==> src/rtl/fifo_pkg.sv <==
// Shared definitions for the byte-FIFO drain path: byte width and the
// packer's two-state controller encoding.
package fifo_pkg;

    localparam int BYTE_W = 8;

    typedef enum logic {
        FILL = 1'b0,
        HOLD = 1'b1
    } pack_state_t;

endpackage

==> src/rtl/fifo_word_packer_if.sv <==
// Packed-word output stream of fifo_word_packer: valid/ready handshake with
// the packed little-endian word and its count of valid bytes.
interface fifo_word_packer_if
    import fifo_pkg::*;
#(
    parameter int WORD_BYTES = 4
) ();

    logic                             out_word_valid;
    logic                             in_word_ready;
    logic [BYTE_W*WORD_BYTES-1:0]     out_word_data;
    logic [$clog2(WORD_BYTES):0]      out_word_byte_cnt;

    // Packer side: produces the word, consumes ready.
    modport master (
        output out_word_valid,
        output out_word_data,
        output out_word_byte_cnt,
        input  in_word_ready
    );

    // Downstream side: consumes the word, produces ready.
    modport slave (
        input  out_word_valid,
        input  out_word_data,
        input  out_word_byte_cnt,
        output in_word_ready
    );

endinterface

==> src/rtl/fifo_word_packer.sv <==
// Drain stage for the 8-bit byte FIFO. Pops bytes (the FIFO returns data one
// cycle after a sampled pop), packs them little-endian into WORD_BYTES-wide
// words and presents each word on a valid/ready stream. A flush pulse emits
// the current partial word once any in-flight byte has landed.
module fifo_word_packer
    import fifo_pkg::*;
#(
    parameter int WORD_BYTES = 4
) (
    input  logic               clk,
    input  logic               rst,
    input  logic               in_fifo_is_empty,
    input  logic [BYTE_W-1:0]  in_fifo_read_data,
    output logic               out_fifo_read_ctrl,
    input  logic               in_flush,
    fifo_word_packer_if.master word_if
);

    localparam int                 CNT_W    = $clog2(WORD_BYTES) + 1;
    localparam int                 DATA_W   = BYTE_W * WORD_BYTES;
    localparam logic [CNT_W-1:0]   FULL_CNT = CNT_W'(WORD_BYTES);
    localparam logic [CNT_W:0]     FULL_EXT = (CNT_W + 1)'(WORD_BYTES);

    pack_state_t        r_state;
    pack_state_t        w_state_nxt;
    logic [CNT_W-1:0]   r_byte_cnt;
    logic [CNT_W-1:0]   w_byte_cnt_nxt;
    logic [DATA_W-1:0]  r_data;
    logic [DATA_W-1:0]  w_data_nxt;
    logic               r_rd_pend;
    logic               r_flush_pend;
    logic               w_flush_pend_nxt;
    logic               r_valid;
    logic               w_rd_ctrl;
    logic               w_accept;
    logic [CNT_W:0]     w_inflight;

    // Bytes already owned by the current word, counting one still in flight.
    assign w_inflight = {1'b0, r_byte_cnt} + {{CNT_W{1'b0}}, r_rd_pend};
    assign w_accept   = r_valid && word_if.in_word_ready;

    // Next-state, byte capture/lane decode, flush bookkeeping and pop request.
    always_comb begin
        w_state_nxt      = r_state;
        w_byte_cnt_nxt   = r_byte_cnt;
        w_data_nxt       = r_data;
        w_flush_pend_nxt = r_flush_pend || in_flush;
        w_rd_ctrl        = 1'b0;
        case (r_state)
            FILL: begin
                w_rd_ctrl = rst && !in_fifo_is_empty && !r_flush_pend
                            && (w_inflight < FULL_EXT);
                if (r_rd_pend) begin
                    // Landed byte goes to lane byte_cnt; a pending flush waits for it.
                    for (int i = 0; i < WORD_BYTES; i++) begin
                        if (r_byte_cnt == CNT_W'(i)) begin
                            w_data_nxt[i*BYTE_W +: BYTE_W] = in_fifo_read_data;
                        end else begin
                            w_data_nxt[i*BYTE_W +: BYTE_W] = r_data[i*BYTE_W +: BYTE_W];
                        end
                    end
                    w_byte_cnt_nxt = r_byte_cnt + CNT_W'(1);
                    if (w_byte_cnt_nxt == FULL_CNT) begin
                        w_state_nxt = HOLD;
                    end else begin
                        w_state_nxt = FILL;
                    end
                end else if (r_flush_pend) begin
                    if (r_byte_cnt != {CNT_W{1'b0}}) begin
                        // Partial word goes out; flush_pend is absorbed at the handshake.
                        w_state_nxt = HOLD;
                    end else begin
                        // Nothing buffered: the flush completes silently.
                        w_flush_pend_nxt = in_flush;
                    end
                end else begin
                    w_state_nxt = FILL;
                end
            end
            HOLD: begin
                if (w_accept) begin
                    w_state_nxt      = FILL;
                    w_byte_cnt_nxt   = {CNT_W{1'b0}};
                    w_data_nxt       = {DATA_W{1'b0}};
                    w_flush_pend_nxt = 1'b0;
                end else begin
                    w_state_nxt = HOLD;
                end
            end
            default: begin
                w_state_nxt = FILL;
            end
        endcase
    end

    // State, word buffer and handshake registers; reset drops any partial word.
    always_ff @(posedge clk or negedge rst) begin
        if (!rst) begin
            r_state      <= FILL;
            r_byte_cnt   <= {CNT_W{1'b0}};
            r_data       <= {DATA_W{1'b0}};
            r_rd_pend    <= 1'b0;
            r_flush_pend <= 1'b0;
            r_valid      <= 1'b0;
        end else begin
            r_state      <= w_state_nxt;
            r_byte_cnt   <= w_byte_cnt_nxt;
            r_data       <= w_data_nxt;
            r_rd_pend    <= w_rd_ctrl;
            r_flush_pend <= w_flush_pend_nxt;
            r_valid      <= (w_state_nxt == HOLD);
        end
    end

    assign out_fifo_read_ctrl        = w_rd_ctrl;
    assign word_if.out_word_valid    = r_valid;
    assign word_if.out_word_data     = r_data;
    assign word_if.out_word_byte_cnt = r_byte_cnt;

    a_no_read_when_empty : assert property (@(posedge clk) disable iff (!rst)
        out_fifo_read_ctrl |-> !in_fifo_is_empty);

    a_word_stable : assert property (@(posedge clk) disable iff (!rst)
        (r_valid && !word_if.in_word_ready) |=> ($stable(r_data) && $stable(r_byte_cnt)));

    a_cnt_bound : assert property (@(posedge clk) disable iff (!rst)
        r_byte_cnt <= FULL_CNT);

endmodule

==> src/flat_wrapper.sv <==
// flat-port wrapper written by rule: the top's interface ports become plain ports
module fifo_word_packer_flat import fifo_pkg::*;
#(
    parameter int WORD_BYTES = 4
)
  (clk, rst, in_fifo_is_empty, in_fifo_read_data, out_fifo_read_ctrl, in_flush, word_if_out_word_valid, word_if_out_word_data, word_if_out_word_byte_cnt, word_if_in_word_ready);
  fifo_word_packer_if #(.WORD_BYTES(WORD_BYTES)) word_if_i ();
  input  logic clk;
  input  logic rst;
  input  logic in_fifo_is_empty;
  input  logic [BYTE_W-1:0] in_fifo_read_data;
  output logic out_fifo_read_ctrl;
  input  logic in_flush;
  output wire logic [$bits(word_if_i.out_word_valid)-1:0] word_if_out_word_valid;
  output wire logic [$bits(word_if_i.out_word_data)-1:0] word_if_out_word_data;
  output wire logic [$bits(word_if_i.out_word_byte_cnt)-1:0] word_if_out_word_byte_cnt;
  input wire logic [$bits(word_if_i.in_word_ready)-1:0] word_if_in_word_ready;
  assign word_if_out_word_valid = word_if_i.out_word_valid;
  assign word_if_out_word_data = word_if_i.out_word_data;
  assign word_if_out_word_byte_cnt = word_if_i.out_word_byte_cnt;
  assign word_if_i.in_word_ready = word_if_in_word_ready;
  fifo_word_packer #(.WORD_BYTES(WORD_BYTES)) u_core (.clk(clk), .rst(rst), .in_fifo_is_empty(in_fifo_is_empty), .in_fifo_read_data(in_fifo_read_data), .out_fifo_read_ctrl(out_fifo_read_ctrl), .in_flush(in_flush), .word_if(word_if_i));
endmodule
==> config.mk <==
export PLATFORM = sky130hd
export DESIGN_NAME = fifo_word_packer_flat
export DESIGN_NICKNAME = d
export VERILOG_FILES = /design/src/rtl/fifo_pkg.sv /design/src/rtl/fifo_word_packer_if.sv /design/src/rtl/fifo_word_packer.sv /design/src/flat_wrapper.sv
export SDC_FILE = /design/constraint.sdc
export NUM_CORES = 1
export LEC_CHECK = 0
export BUFFER_PORTS_ARGS = -buffer_cell sky130_fd_sc_hd__buf_2
export CAP_MARGIN = 20
export CELL_PAD_IN_SITES_DETAIL_PLACEMENT = 1
export CELL_PAD_IN_SITES_GLOBAL_PLACEMENT = 1
export CORE_AREA = 4 4 66 83
export DETAILED_ROUTE_END_ITERATION = 7
export DIE_AREA = 0 0 70 87
export GPL_TIMING_DRIVEN = 0
export HOLD_SLACK_MARGIN = 0.06
export PLACE_DENSITY_LB_ADDON = 0.15
export SYNTH_ARGS = -nofsm -noshare
export SYNTH_HDL_FRONTEND = slang
export SYNTH_SLANG_ARGS = --single-unit
==> constraint.sdc <==
create_clock -name clk -period 1.8 [get_ports clk]
set_input_delay 0.36 -clock clk [delete_from_list [all_inputs] [get_ports clk]]
set_output_delay 0.36 -clock clk [all_outputs]
set_load 0.05 [all_outputs]
## After elaboration in Yosys (flattened, before gate mapping)

Cells that the tools add are included.
W data, S select, Z words.

| storage, ports and cells | value |
|---|---|
| register bits after elaboration | 38 |
| input port bits | 13 |
| output and inout bits | 37 |
| word-level logic and storage cells | 58 |

| cells by class | value |
|---|---|
| $add $sub $neg | 2 |
| order comparisons | 1 |
| eq/ne operators | 10 |
| mux-type cells | 22 |
| bitwise logic cells | 1 |
| reductions and logical operators | 14 |

Operators by type and width:

| operator | number |
|---|---|
| $mux W32 | 2 |
| $pmux W32 S2 | 1 |
| $mux W8 | 4 |
| $reduce_and A3 Y1 | 4 |
| $mux W1 | 10 |
| $ne A2 B1 Y1 const B | 5 |
| $eq A3 B2 Y1 const B | 2 |
| $mux W3 | 2 |
| $pmux W3 S2 | 1 |
| $add A3 B1 Y4 | 1 |
| $logic_and A1 B1 Y1 | 4 |
| $lt A4 B3 Y1 const B | 1 |
| $pmux W1 S2 | 2 |
| $add A3 B1 Y3 const B | 1 |
| $eq A3 B1 Y1 const B | 1 |
| $eq A3 B3 Y1 const B | 1 |
| $logic_not A3 Y1 | 1 |
| $reduce_bool A3 Y1 | 1 |
| $logic_not A1 Y1 | 2 |
| $ne A2 B2 Y1 const B | 1 |
| $reduce_and A2 Y1 | 1 |
| $logic_or A1 B1 Y1 | 1 |
| $not A1 Y1 | 1 |

## Logic depth before layout (Yosys ltp)

Gate-level depths: netlist (run 1).

| logic depth | value |
|---|---|
| word-level depth | 5 |
| depth in mapped cells | 7 |
| depth with buffers taken out | 5 |

## Worst setup path after synthesis (run 1)

OpenSTA, ideal clock, no wires.

| path | value |
|---|---|
| kind | reg2out |
| start | reg u_core.r_state |
| end | out out_fifo_read_ctrl |
| arrival | 1.967 ns |
| data required time | 1.440 ns |
| slack | -0.527 ns |
| cell stages (with the launch flop) | 5 |
| buffers on the path | 1 |
| cells stage by stage | dfrtp_1 buf_4 nor4_1 nand2_1 a31oi_1 |

| between the ends | value |
|---|---|
| word-level cells in the longest chain between the ends | 1 |

RTL lines:

| element | RTL line | RTL |
|---|---|---|
| start: declaration | fifo_word_packer.sv:24 | `pack_state_t r_state;` |
| start signal: assignment | fifo_word_packer.sv:106 | `r_state <= w_state_nxt;` |
| $mux W1 | fifo_word_packer.sv:49 | `case (r_state)` |
| end: declaration | flat_wrapper.sv:12 | `output logic out_fifo_read_ctrl;` |

Every way passes these cells.

## Final worst setup path (run 1)

| path | value |
|---|---|
| start | reg u_core.r_byte_cnt[2] (netlist: u_core.word_if.out_word_byte_cnt[2]) |
| end | out out_fifo_read_ctrl |

| between the ends | value |
|---|---|
| word-level cells in the longest chain between the ends | 4 |

RTL lines:

| element | RTL line | RTL |
|---|---|---|
| start: declaration | fifo_word_packer.sv:26 | `logic [CNT_W-1:0] r_byte_cnt;` |
| start signal: assignment | fifo_word_packer.sv:100 | `r_byte_cnt <= {CNT_W{1'b0}};` |
| start signal: assignment | fifo_word_packer.sv:107 | `r_byte_cnt <= w_byte_cnt_nxt;` |
| $add A3 B1 Y4 | fifo_word_packer.sv:39 | `assign w_inflight = {1'b0, r_byte_cnt} + {{CNT_W{1'b0}}, r_rd_pend};` |
| $lt A4 B3 Y1 | fifo_word_packer.sv:52 | `&& (w_inflight < FULL_EXT);` |
| $logic_and A1 B1 Y1 | fifo_word_packer.sv:52 |  |
| $mux W1 | fifo_word_packer.sv:49 |  |

Every way passes these cells.

==> run_results.csv, run 1 <==
group,metric,value,unit
sta,maxSlewHeadroom,66.9,%
final_layout,antennaDiodeCount,0,
place,portBuffers,49,
cts,cts_tree,"done",
pwr,pwr-share-clk,17.6,%
status,status,"finished with violations",
sta,worst_pin_slew,497,ps
synth,syn-num-nets,197,
cts,htree_levels,2,
die,io_pins,50,
grt,track_usage,16.8,%
pwr,power_leakage,1.08,nW
route,wl_per_cell,15.9,µm
final_layout,syn_to_final_growth,27.7,%
pwr,irDropWorstVdd,0.626,mV
die,start_util,35.7,%
synth,synthFlopType,"dfrtp_1",
sta,rsz0062_at_grt,"true",
grt,grt-ovfl-total,0,
sta,holdWs,25.9,ps
pwr,pwr-share-comb,44.7,%
cts,clkSinkCount,38,
status,violations,"setup timing",
job,cap_violations,0,
die,core_area,4690,µm²
synth,synthTopCellsByArea,"dfrtp_1 57%, nand2_1 15%, o21ai_0 9.5%",
route,drt-total-wl,4720,µm
sta,hold_viol_final,0,
place,place_inst,287,
cts,cts_buffer_depth,2,
sta,fin_crit_sh,101,%
synth,yosysMostFrequentCell,"nand2_1",
route,firstDrtPassIters,4,
sta,period_needed,1820,ps
sta,drv_slew,0,
grt,grt_max_degree,40,
synth,syn_inst,178,
place,gp_congestion,0.722,
cts,clk-insertion-delay-late,300,ps
route,ant_nets,0,
die,die_h,87,µm
synth,synth_common_cells,"69 x nand2_1, 38 x dfrtp_1, 32 x o21ai_0",
pwr,powerDensity,1510,nW/µm²
sta,setup_slack,-17.5,ps
route,drc,0,
grt,antenna_found_initial,0,
hold_path,worstHoldPathType,"in2async",
pwr,seq_power_share,37.8,%
die,dieArea,6090,µm²
synth,yosysTopAreaCell,"dfrtp_1",
final_layout,final_cells,297,
worst_setup_path,cp_max_fo,2,
pwr,power.net_switching,0.00156,W
synth,synth_top_cell_area_share,56.7,%
cts,cts.reportedPaths.clkPinSlew,70,ps
route,drtIter0Drc,40,
die,rows,28,
synth,yosysWarnings,0,
final_layout,design_area,2140,µm²
route,num_vias,1440,
sta,skew,12.6,ps
pwr,p_int,0.00167,W
grt,first_global_vias,1555,
cts,cts_made_buffers,5,
synth,async_flop_share,100,%
synth,ys_ff_latch,38,
grt,grt_pass1_wl,8000,µm
synth,synth_area_per_cell,9.43,µm²
pwr,p_total,0.00324,W
worst_setup_path,crit_arrival,1460,ps
synth,synth_edf_count,0,
worst_setup_path,start_kind,"register",
worst_setup_path,cp-end-kind,"output pin",
final_layout,fin_nets,256,
pwr,swShare,48.2,%
synth,synth_area,1680,µm²
synth,yosysSeqAreaShare,56.7,%
synth,ys_types,27,
route,viasPerCell,4.85,
place,placed_area,2010,µm²
worst_setup_path,criticalPathCategory,"reg2out",
die,die_x,70,µm
sta,final-setup-viol-count,1,
final_layout,final_core_util,45.6,%
cts,clockRootBuffer,"clkbuf_8",
place,dpl.hpwl,3480,µm
sta,fmax,0.550,GHz
final_layout,drive_gt1_share,32.5,%
worst_setup_path,critical_path_required,1440,ps
-- sequential cells by signal, indices dropped and copies added, names as in the netlist --
register	count
u_core.r_flush_pend	1
u_core.r_rd_pend	1
u_core.r_state	1
u_core.word_if.out_word_byte_cnt	3
u_core.word_if.out_word_data	32
-- timing repair --
action	in CTS	in global routing
endpoints found under the setup margin	1	12
resized for setup	6	2
pin swaps	1	1
endpoints found under the hold margin	38	0
buffers inserted	4	0
-- power groups by stage --
stage | combinational (W) | sequential, W | clock, W
finish | 0.00145 | 0.00122 | 0.000568
global route | 0.00156 | 0.00126 | 0.000618
CTS | 0.00147 | 0.00123 | 0.000579
detailed placement | 0.00142 | 0.00124 | 0
global placement | 0.00140 | 0.00123 | 0
floorplan | 0.000348 | 0.00191 | 0
-- placed cells by master, fill, tap and decap left out, types with 2 or more instances in the layout --
| cell | instances |
|---|---|
| dfrtp_2 | 3 |
| dfrtp_1 | 35 |
| o21ai_1 | 2 |
| nand2b_1 | 2 |
| buf_4 | 7 |
| o21ai_0 | 32 |
| clkbuf_8 | 5 |
| ha_1 | 6 |
| and4bb_2 | 2 |
| clkinv_2 | 2 |
| nand2_1 | 69 |
| inv_1 | 3 |
| buf_2 | 52 |
-- critical path, cell delays in order (launching register included) --
cell	delay [ps]
dfrtp_2	430
nor4_4	240
nand2_1	110
a31oi_4	200
buf_6	180
-- final cells by class --
type	instances	area, µm²
multi-input cells	127	678
plain buffers	9	60.1
inverters	3	11.3
clock buffers	5	68.8
flip-flops and latches	38	955
fillers	585	2550
well taps	60	75.1
clock inverters	2	10.0
repair buffers	53	284
-- cells by family (layout without fill, tap and decap cells) --
family / Yosys count / after routing / share of synthesized area, %
AOI/OAI and AO/OA: 39 / 39 / 12.2
xor gates and xnor gates: 1 / 1 / 0.522
adders and majority gates: 6 / 6 / 4.47
buffers and inverters: 13 / 72 / 4.70
DFF: 38 / 38 / 56.7
muxes: 1 / 1 / 0.597
and+or+nand+nor: 80 / 80 / 20.9
-- worst paths after layout --
path	start	to	slack, ps	cells after the start
max in group asynchronous	rst	u_core.word_if.out_word_byte_cnt[0]	1400	1
worst max-delay path	u_core.word_if.out_word_byte_cnt[2]	out_fifo_read_ctrl	-20	4
worst min register to register	u_core.word_if.out_word_data[24]	u_core.word_if.out_word_data[24]	520	2
worst min-delay path	rst	u_core.word_if.out_word_data[6]	30	1
min in group clk	in_flush	u_core.r_flush_pend	280	2
worst max register to register	u_core.word_if.out_word_byte_cnt[1]	u_core.word_if.out_word_data[1]	150	6
-- layer usage --
layer  routed length [µm]  GRT usage, %  up-vias
li1                     -             -      698
met1                 2020          19.5      702
met2                 2430          31.2       34
met3                  214          3.81        6
met4                   54          4.18        0
met5                    0             0        -
-- stage by stage --
step	setup slack (ps)	TNS [ps]
6_report	-17.5	-17.5
5_1_grt	-100	-100
4_1_cts	-61.9	-61.9
3_5_place_dp	-361	-361
3_3_place_gp	-372	-372
2_1_floorplan	6.68	0
No activity file was read; power rests on OpenSTA's default activity.
==> inputs of run 2 (changes only) <==
- clock period: 1.8 -> 1.7 ns (I/O delays scaled with it)
==> run 2 against run 1 <==
Against the previous run:
- the flow still finishes with violations (setup timing)
- wire length barely moved
- sequential power rose by 5%
- core utilization rose by 1.0 points
- clock power rose by 9.7%
- power rose by 8.6%
- combinational power rose by 11%
- critical path type unchanged
- largest power group unchanged
==> run_results.csv, run 2 (synthesis results as in run 1) <==
group,metric,value,unit
die,start_util,35.7,%
worst_setup_path,critical_path_cell_count,4,
cts,clkSinkCount,38,
final_layout,syn_to_final_growth,30.5,%
route,firstDrtPassIters,4,
route,drt-total-wl,4720,µm
worst_setup_path,criticalPathCategory,"reg2out",
status,status,"finished with violations",
final_layout,most-common-layout-cells,"69 x nand2_1, 51 x buf_2, 34 x dfrtp_1, 32 x o21ai_0, 11 x buf_4",
route,drtIter0Drc,65,
sta,drv_slew,0,
sta,holdWs,16.1,ps
final_layout,final_common_cell,"nand2_1",
sta,final-setup-viol-count,1,
status,violations,"setup timing",
sta,fin_crit_sh,109,%
sta,period_needed,1860,ps
place,portBuffers,49,
cts,cts_tree,"done",
place,place_ws,-416,ps
final_layout,fin_nets,260,
worst_setup_path,crit_chain,"nor4_4 -> nand2_1 -> a31oi_4 -> buf_6",
sta,setup_tns,-157,ps
worst_setup_path,crit_arrival,1520,ps
place,gp_congestion,0.734,
worst_setup_path,critical_path_required,1360,ps
worst_setup_path,cp-end-kind,"output pin",
pwr,powerDensity,1600,nW/µm²
final_layout,final_cells,301,
sta,rsz0062_at_grt,"true",
cts,cts_buffer_depth,2,
final_layout,drive_gt1_share,33.6,%
worst_setup_path,cp_max_fo,2,
grt,grt_pass1_wl,7860,µm
job,cap_violations,0,
route,drc,0,
final_layout,antennaDiodeCount,0,
grt,antenna_found_initial,0,
pwr,power_leakage,1.10,nW
route,wl_per_cell,15.7,µm
sta,hold_viol_final,0,
sta,setup_slack,-157,ps
pwr,irDropWorstVdd,0.606,mV
final_layout,regArea,956,µm²
route,num_vias,1486,
die,die_x,70,µm
worst_setup_path,crit_path_end,"out_fifo_read_ctrl",
die,die_h,87,µm
worst_setup_path,r2r_end,"u_core.word_if.out_word_data[27]",
cts,clk-insertion-delay-late,290,ps
worst_setup_path,crit_start,"u_core.word_if.out_word_byte_cnt[2]",
worst_setup_path,crit_family,"flip-flops",
grt,track_usage,16.6,%
cts,htree_levels,2,
sta,maxSlewHeadroom,66.7,%
worst_setup_path,r2r_cells,6,
route,ant_nets,0,
die,io_pins,50,
final_layout,fill_cells,590,
place,placed_area,2020,µm²
final_layout,multi_input_area,678,µm²
grt,first_global_vias,1554,
die,dieArea,6090,µm²
cts,cts.reportedPaths.clkPinSlew,80,ps
route,viasPerCell,4.94,
sta,worst_pin_slew,499,ps
worst_setup_path,slowest_delay,440,ps
die,rows,28,
place,dpl.hpwl,3510,µm
worst_setup_path,worstPathBufferInverterCount,1,
place,place_inst,287,
worst_setup_path,start_kind,"register",
worst_setup_path,worstReg2RegStart,"u_core.word_if.out_word_byte_cnt[0]",
final_layout,design_area,2190,µm²
cts,cts_made_buffers,5,
sta,skew,13.6,ps
worst_setup_path,slowest_stage,"dfrtp_2",
cts,clockRootBuffer,"clkbuf_8",
final_layout,largest_reg_flops,32,
grt,grt-ovfl-total,0,
sta,fmax,0.539,GHz
die,core_area,4690,µm²
worst_setup_path,reg2reg_slack,140,ps
grt,grt_max_degree,40,
hold_path,worstHoldPathType,"in2async",
run 2: where the power goes:
part	switching, W	internal [W]	total (W)
sequential	0.000146	0.00113	0.00128
combinational	0.00119	0.000421	0.00161
clock	0.000302	0.000322	0.000623
total	0.00164	0.00187	0.00351
run 2: worst min path at each step:
stage / start / depth (start not counted) / endpoint / slack, ps
global route: rst / 1 / u_core.word_if.out_word_data[29] / 60
floorplan: rst / 0 / u_core.r_flush_pend / 40
finish: rst / 1 / u_core.word_if.out_word_data[4] / 20
global placement: rst / 1 / u_core.word_if.out_word_data[5] / 510
detailed placement: rst / 1 / u_core.word_if.out_word_data[4] / 510
CTS: rst / 1 / u_core.word_if.out_word_data[25] / 30
run 2: through the flow:
stage / total power, W / util (%)
final: 0.00351 / 46.6
after global routing: 0.00373 / 46.6
after CTS: 0.00349 / 45.7
after detailed placement: 0.00283 / 43.0
after global placement: 0.00280 / 43.0
after floorplan: 0.00240 / -
run 2: final cells by class:
type	count	share of cell area, %
timing repair buffer	57	14.3
buffer	9	3.14
tap	60	3.43
sequential	38	43.7
inverter	3	0.514
multi-input combinational	127	31.0
clock buffer	7	3.94
run 2: routing by layer:
| metal | vias up | GRT usage (%) | wire, µm |
|---|---|---|---|
| met1 | 737 | 18.8 | 1910 |
| met4 | 0 | 8.01 | 129 |
| li1 | 704 | - | - |
| met3 | 9 | 2.89 | 208 |
| met2 | 36 | 30.2 | 2470 |
| met5 | - | 0 | 0 |
run 2: repair_timing:
item | in CTS | in global routing
buffers inserted | 2 | 6
endpoints found under the hold margin | 38 | 0
pin swaps | 1 | 0
resized for setup | 6 | 2
endpoints found under the setup margin | 1 | 16
==> inputs of run 3 (changes only) <==
- TNS_END_PERCENT: unset -> 5
==> run 3 against run 2 <==
Against the previous run:
- the run still ends with setup timing left
- sequential share of layout area increased by 0.68 points
- sequential power about the same
- power decreased by 1.9%
- register-to-register slack about the same
- hold slack improved by 4.1 ps
- non-clock buffer count decreased by 5
- count of clock-buffer cells in the layout unchanged
- wire length decreased by 1.8%
- die area unchanged
- fmax increased by 0.76%
- cell count decreased by 1.7%
- via count decreased by 1.6%
- critical path type unchanged
==> run_results.csv, run 3 (synthesis results as in run 1) <==
group,metric,value,unit
worst_setup_path,crit_chain,"nor4_4 -> nand2_1 -> a31oi_4 -> buf_6",
final_layout,largest_reg_flops,32,
worst_setup_path,criticalPathCategory,"reg2out",
worst_setup_path,slowest_delay,430,ps
sta,setup_tns,-143,ps
route,drtIter0Drc,55,
sta,final-setup-viol-count,1,
die,rows,28,
cts,clkSinkCount,38,
sta,setup_slack,-143,ps
die,core_area,4690,µm²
sta,maxSlewHeadroom,66.2,%
final_layout,syn_to_final_growth,28.5,%
job,cap_violations,0,
sta,rsz0062_at_grt,"true",
hold_path,worstHoldPathType,"in2async",
sta,fin_crit_sh,108,%
final_layout,drive_gt1_share,32.6,%
die,die_h,87,µm
grt,grt_max_degree,40,
cts,htree_levels,2,
route,drt-total-wl,4630,µm
grt,first_global_vias,1554,
cts,cts_buffer_depth,2,
worst_setup_path,cp_max_fo,2,
cts,clk-insertion-delay-late,290,ps
place,place_ws,-416,ps
worst_setup_path,r2r_cells,7,
sta,worst_pin_slew,507,ps
pwr,powerDensity,1600,nW/µm²
final_layout,design_area,2160,µm²
status,status,"finished with violations",
place,placed_area,2020,µm²
pwr,p_total,0.00345,W
worst_setup_path,crit_family,"flip-flops",
worst_setup_path,r2r_end,"u_core.word_if.out_word_data[27]",
final_layout,most-common-layout-cells,"69 x nand2_1, 52 x buf_2, 34 x dfrtp_1, 32 x o21ai_0, 6 x clkbuf_8",
final_layout,fill_cells,592,
worst_setup_path,crit_arrival,1500,ps
place,dpl.hpwl,3510,µm
final_layout,final_core_util,45.9,%
sta,skew,12.5,ps
cts,cts.reportedPaths.clkPinSlew,80,ps
die,dieArea,6090,µm²
worst_setup_path,start_kind,"register",
cts,cts_made_buffers,5,
worst_setup_path,cp-end-kind,"output pin",
grt,antenna_found_initial,0,
grt,grt_pass1_wl,7860,µm
grt,track_usage,16.6,%
sta,fmax,0.543,GHz
worst_setup_path,worstReg2RegStart,"u_core.word_if.out_word_byte_cnt[0]",
route,ant_nets,0,
die,die_x,70,µm
sta,period_needed,1840,ps
final_layout,antennaDiodeCount,0,
place,gp_congestion,0.734,
route,drc,0,
die,start_util,35.7,%
worst_setup_path,reg2reg_slack,130,ps
sta,hold_viol_final,0,
pwr,power_leakage,1.07,nW
die,io_pins,50,
sta,drv_slew,0,
pwr,irDropWorstVdd,0.589,mV
route,viasPerCell,4.94,
place,portBuffers,49,
route,firstDrtPassIters,4,
final_layout,fin_nets,255,
route,wl_per_cell,15.6,µm
worst_setup_path,slowest_stage,"dfrtp_2",
worst_setup_path,worstPathBufferInverterCount,1,
final_layout,final_common_cell,"nand2_1",
cts,cts_tree,"done",
status,violations,"setup timing",
route,num_vias,1462,
worst_setup_path,critical_path_required,1360,ps
grt,grt-ovfl-total,0,
cts,clockRootBuffer,"clkbuf_8",
## run 3: where the power goes
| group | internal [W] | switching [W] | leakage (nW) |
|---|---|---|---|
| logic | 0.000371 | 0.00117 | 0.516 |
| registers | 0.00113 | 0.000155 | 0.513 |
| clock network | 0.000322 | 0.000301 | 0.0443 |
## run 3: worst max-delay path by stage
| stage | from | slack (ps) | depth (start not counted) | endpoint |
|---|---|---|---|---|
| floorplan | u_core.r_state | -50 | 4 | out_fifo_read_ctrl |
| global route | u_core.r_state | -220 | 5 | out_fifo_read_ctrl |
| detailed placement | rst | -420 | 4 | out_fifo_read_ctrl |
| global placement | rst | -400 | 4 | out_fifo_read_ctrl |
| CTS | u_core.word_if.out_word_byte_cnt[2] | -180 | 4 | out_fifo_read_ctrl |
| finish | u_core.word_if.out_word_byte_cnt[2] | -140 | 4 | out_fifo_read_ctrl |
## run 3: metrics by stage
stage               hold WS, ps  instances
floorplan                  44.4        178
global placement            507        287
detailed placement          510        287
CTS                        30.7        296
global route               61.7        296
finish                     20.2        296
## run 3: final cells by class
class                      instances  area (µm²)  share of cell area, %
clock buffer                       7        86.3                   4.00
inverter                           3        11.3                  0.522
multi-input combinational        127         681                   31.6
tap                               60        75.1                   3.48
sequential                        38         956                   44.3
timing repair buffer              51         269                   12.5
buffer                            10        77.6                   3.60
## run 3: repair_timing
action | in CTS | in global routing
hold endpoints to repair | 38 | 0
endpoints found under the setup margin | 1 | 16
resized for setup | 6 | 5
buffers inserted | 2 | 0
pin swaps | 1 | 0
## run 3: per-layer routing
layer	track usage, %	part of all wire [%]	wire length (µm)
met2	30.2	53	2440
met5	0	0	0
met3	2.89	4.3	198
met1	18.8	40	1860
met4	8.01	2.8	131
